File: src/rtl/arith_encoder_core.sv
// arith_encoder_core: two-stage AV1 range coder that updates range/low/cnt by one CDF-coded symbol per clock.
// Stage 1 registers the symbol; stage 2 applies the interval update and byte-emission normalization.
module arith_encoder_core #(
    parameter int GENERAL_RANGE_WIDTH    = 16,
    parameter int GENERAL_LOW_WIDTH      = 24,
    parameter int GENERAL_SYMBOL_WIDTH   = 4,
    parameter int GENERAL_LUT_ADDR_WIDTH = 8,
    parameter int GENERAL_LUT_DATA_WIDTH = 16,
    parameter int GENERAL_D_SIZE         = 4
) (
    input  logic                            general_clk,
    input  logic                            reset,
    input  logic [GENERAL_RANGE_WIDTH-1:0]  general_fl,
    input  logic [GENERAL_RANGE_WIDTH-1:0]  general_fh,
    input  logic [GENERAL_SYMBOL_WIDTH-1:0] general_symbol,
    input  logic [GENERAL_SYMBOL_WIDTH:0]   general_nsyms,
    input  logic                            general_bool,
    output logic [GENERAL_RANGE_WIDTH-1:0]  RANGE_OUTPUT,
    output logic [GENERAL_LOW_WIDTH-1:0]    LOW_OUTPUT
);
    localparam int LW = 40;
    localparam int AW = GENERAL_LUT_ADDR_WIDTH;
    localparam int DW = GENERAL_LUT_DATA_WIDTH;
    localparam int DS = GENERAL_D_SIZE;

    logic [GENERAL_RANGE_WIDTH-1:0]  fl_q, fl_d, fh_q, fh_d, rng_q, rng_d;
    logic [GENERAL_SYMBOL_WIDTH-1:0] sym_q, sym_d;
    logic [GENERAL_SYMBOL_WIDTH:0]   nsyms_q, nsyms_d;
    logic                            bool_q, bool_d, vld_q;
    logic [LW-1:0]                   low_q, low_d, l1, l2;
    logic signed [5:0]               cnt_q, cnt_d, sc, sc2;
    logic [31:0]                     rr, qfl, qfh, nm, u, v, vb, add;
    logic [GENERAL_RANGE_WIDTH-1:0]  r1;
    logic [DS-1:0]                   d;
    logic [DW-1:0]                   m0, m;
    logic                            hi;

    function automatic logic [DS-1:0] lz_lut(input logic [AW-1:0] a);
        lz_lut = DS'(AW);
        for (int i = 0; i < AW; i++)
            if (a[i]) lz_lut = DS'(AW - 1 - i);
    endfunction

    function automatic logic [DW-1:0] mask_lut(input logic [DS-1:0] c);
        mask_lut = (DW'(1) << c) - DW'(1);
    endfunction

    always_comb begin
        fl_d    = general_fl;
        fh_d    = general_fh;
        sym_d   = general_symbol;
        nsyms_d = general_nsyms;
        bool_d  = general_bool;
        rr      = 32'(rng_q);
        qfl     = ((rr >> 8) * (32'(fl_q) >> 6)) >> 1;
        qfh     = ((rr >> 8) * (32'(fh_q) >> 6)) >> 1;
        nm      = 32'(nsyms_q) - 32'd1 - 32'(sym_q);
        u       = qfl + ((nm + 32'd1) << 2);
        v       = qfh + (nm << 2);
        vb      = qfh + 32'd4;
        r1      = GENERAL_RANGE_WIDTH'(bool_q ? (sym_q[0] ? vb : rr - vb) : (fl_q[15] ? rr - v : u - v));
        add     = bool_q ? (sym_q[0] ? rr - vb : 32'd0) : (fl_q[15] ? 32'd0 : rr - u);
        l1      = low_q + LW'(add);
        d       = (r1[15:8] != '0) ? lz_lut(r1[15:8]) : DS'(8) + lz_lut(r1[7:0]);
        sc      = cnt_q + $signed({2'b00, d});
        hi      = sc >= 6'sd8;
        // cnt stays in [-9,-1], so cnt+16 is just its low four bits
        m0      = mask_lut(cnt_q[DS-1:0]);
        m       = hi ? m0 >> 8 : m0;
        sc2     = sc - (hi ? 6'sd16 : 6'sd8);
        l2      = sc[5] ? l1 : l1 & LW'(m);
        rng_d   = vld_q ? r1 << d : rng_q;
        low_d   = vld_q ? l2 << d : low_q;
        cnt_d   = vld_q ? (sc[5] ? sc : sc2) : cnt_q;
    end

    always_ff @(posedge general_clk) begin
        if (reset) begin
            vld_q <= 1'b0;
            rng_q <= 16'h8000;
            low_q <= '0;
            cnt_q <= -6'sd9;
        end else begin
            vld_q <= 1'b1;
            rng_q <= rng_d;
            low_q <= low_d;
            cnt_q <= cnt_d;
        end
        fl_q    <= fl_d;
        fh_q    <= fh_d;
        sym_q   <= sym_d;
        nsyms_q <= nsyms_d;
        bool_q  <= bool_d;
    end

    assign RANGE_OUTPUT = rng_q;
    assign LOW_OUTPUT   = low_q[GENERAL_LOW_WIDTH-1:0];
endmodule

File: config.mk
export PLATFORM = sky130hd
export DESIGN_NAME = arith_encoder_core
export DESIGN_NICKNAME = d
export VERILOG_FILES = /design/src/rtl/arith_encoder_core.sv
export SDC_FILE = /design/constraint.sdc
export NUM_CORES = 1
export LEC_CHECK = 0
export ABC_AREA = 1
export CAP_MARGIN = 40
export CORE_AREA = 5 5 191 229
export CTS_BUF_LIST = sky130_fd_sc_hd__clkbuf_4 sky130_fd_sc_hd__clkbuf_8 sky130_fd_sc_hd__clkbuf_16
export DETAILED_ROUTE_END_ITERATION = 6
export DIE_AREA = 0 0 196 234
export GPL_TIMING_DRIVEN = 0
export PLACE_DENSITY = 0.59
export SETUP_SLACK_MARGIN = 0.2
export SYNTH_ARGS = -nofsm -noshare
export SYNTH_HDL_FRONTEND = slang
export SYNTH_SLANG_ARGS = --single-unit
File: constraint.sdc
create_clock -name general_clk -period 27.4 [get_ports general_clk]
set_input_delay 5.48 -clock general_clk [delete_from_list [all_inputs] [get_ports general_clk]]
set_output_delay 5.48 -clock general_clk [all_outputs]
set_load 0.05 [all_outputs]
==> results.cfg <==
[synth]
syn-num-nets = 2916
ys_ff_latch = 77
async_flop_share = 0
synth_cell_type_count = 56
synth_edf_count = 0
yosysSeqAreaShare = 0.0947
synth_top_area_frac = 0.158
syn-cell-area_mm2 = 0.0163
yosys-top-cells-count = nand2_1, inv_1, nand3_1
yosysTopAreaCell = nand2_1
synthFlopType = dfxtp_1
synth_warnings = 0
synth_area_leaders = nand2_1, ha_1, fa_1
synthCells = 2578
synth.most_common_cell = nand2_1
syn_area_per_cell_um2 = 6.31

[clock_tree]
insertion_delay_ns = 0.41
cts_root_buffer = clkbuf_16
cts_setup_buffers = 0
path_clk_slew_ns = 0.07
cts.sinks = 77
tritoncts = done
cts_resized = 0
cts_buffer_depth = 2
htree_levels = 3
hold_buffers = 0
numCtsBuffers = 9

[placement]
portBuffers = 71
hpwl_um = 51300
gp_congestion = 0.975

[sta]
hold_viol = 0
min_period_ns = 13.76
rsz0062_at_grt = false
clock.fmax_ghz = 0.0727
setup_viol = 0
skew_ns = 0.0147
slew_violations = 0
tns_ns = 0
worst_slew_pin_slew_ns = 0.943
relSlewSlack = 0.372
post-route-period-util = 0.502

[critical_path]
end_kind = flop
cp.required_ns = 27.75
cp_max_fo = 11
worst-endpoint-arrival_ns = 14.11
criticalPathCategory = reg -> reg
critical-path-max-stage-delay_ns = 0.62
start_kind = flop
crit_slowest_cell = clkbuf_1

[detailed_routing]
vias = 17100
vias_per_cell = 5.32
wire_per_inst_um = 18.9
drt_iter0_markers = 1002
wirelength_um = 60800
drt-pass1-iter-count = 5
route.detailed.drc = 0
antenna_left = 0

[die]
die_area_mm2 = 0.0459
dieHeight_um = 234
fp.dieW_um = 196
io_pins = 84
start_util = 0.393
num_rows = 82
core_area_mm2 = 0.0414

[grt]
grt_start_max_net_pins = 16
overflow = 0
grt_pass1_vias = 17400
antenna_found_initial = 0
track_usage = 0.266
grt_first_pass_wirelength_um = 94500

[hold_path]
hp-class = reg -> reg

[cells_and_area]
drive_above_1_share = 0.0510
nets = 3002
syn_to_final_growth_pct = 10.7
diodes = 0

[flow_run]
drv_cap = 0

[status]
status = completed
==> cell usage in the layout (no fill, tap or decap), drive strengths merged, types with 8 or more instances in the layout <==
cell and instances:
fa 104, inv 442, xor2 45, buf 48, o21ai 118, a31oi 11
dfxtp 77, ha 190, clkbuf 52, nand3b 10, or2 8, a21oi 167
nand4 24, nor2 133, clkdlybuf4s50 71, nor3 12, xnor2 37, o211ai 11
nand3 341, nand2 704
==> area by class of cell <==
type,count,area (um^2)
Buffer,87,434
Clock buffer,9,225
Clock inverter,7,80.1
Fill cell,4520,23400
Inverter,444,1670
Multi-Input combinational cell,1970,12600
Sequential cell,77,1540
Tap cell,546,683
Timing Repair Buffer,75,746
==> worst paths after layout <==
kind | startpoint | to | slack, ns | cells past startpoint
worst max-delay path | RANGE_OUTPUT[12]$_SDFFE_PP0P_ | low_q[15]$_SDFFE_PP0P_ | 13.64 | 62
worst min-delay path | RANGE_OUTPUT[0]$_SDFFE_PP0P_ | RANGE_OUTPUT[0]$_SDFFE_PP0P_ | 0.50 | 2
worst max register to register | RANGE_OUTPUT[12]$_SDFFE_PP0P_ | low_q[15]$_SDFFE_PP0P_ | 13.64 | 62
worst min register to register | RANGE_OUTPUT[0]$_SDFFE_PP0P_ | RANGE_OUTPUT[0]$_SDFFE_PP0P_ | 0.50 | 2
==> metal layers <==
| layer | up-vias | track usage | routed length [um] |
|---|---|---|---|
| met5 | - | 0 | 0 |
| li1 | 8462 | - | - |
| met4 | 0 | 0.168 | 4380 |
| met2 | 487 | 0.483 | 30100 |
| met1 | 7971 | 0.291 | 23900 |
| met3 | 179 | 0.0366 | 2390 |
==> cells by family (layout without fill, tap and decap cells) <==
group,after synthesis,count (layout),share of synthesized area
adders and majority gates,294,294,0.274
muxes,1,1,0.000692
AOI/OAI and AO/OA,350,350,0.118
and+or+nand+nor,1243,1243,0.339
DFF,77,77,0.0947
xor gates and xnor gates,82,82,0.0441
buffers and inverters,531,622,0.129
==> sequential cells by signal, indices dropped and copies added, names as in the netlist <==
register / flops
fh_q: 10
nsyms_q: 5
cnt_q: 6
vld_q: 1
RANGE_OUTPUT: 16
low_q: 24
sym_q: 4
bool_q: 1
fl_q: 10
==> critical path: cells and delay by family, from the launching register on <==
kind | cells | cell delay, ns
buf+inv | 15 | 2.96
fa+ha+maj | 9 | 3.66
simple gates | 26 | 3.39
flops | 1 | 0.58
xor+xnor | 3 | 1.19
compound gates | 9 | 1.86
==> per-stage QoR <==
step	instance area, um^2	util	setup WS (ns)	hold WS (ns)	instances
after floorplan	16300	-	16.84	0.464	2578
after global placement	17700	0.426	13.09	0.486	3195
after detailed placement	17700	0.427	13.89	0.482	3199
after CTS	18000	0.435	13.81	0.493	3215
after global routing	18000	0.435	12.49	0.525	3215
final	18000	0.435	13.64	0.497	3215
Power is not shown: default switching activity piles up to over one toggle a cycle in this logic, so the estimate is an artifact.
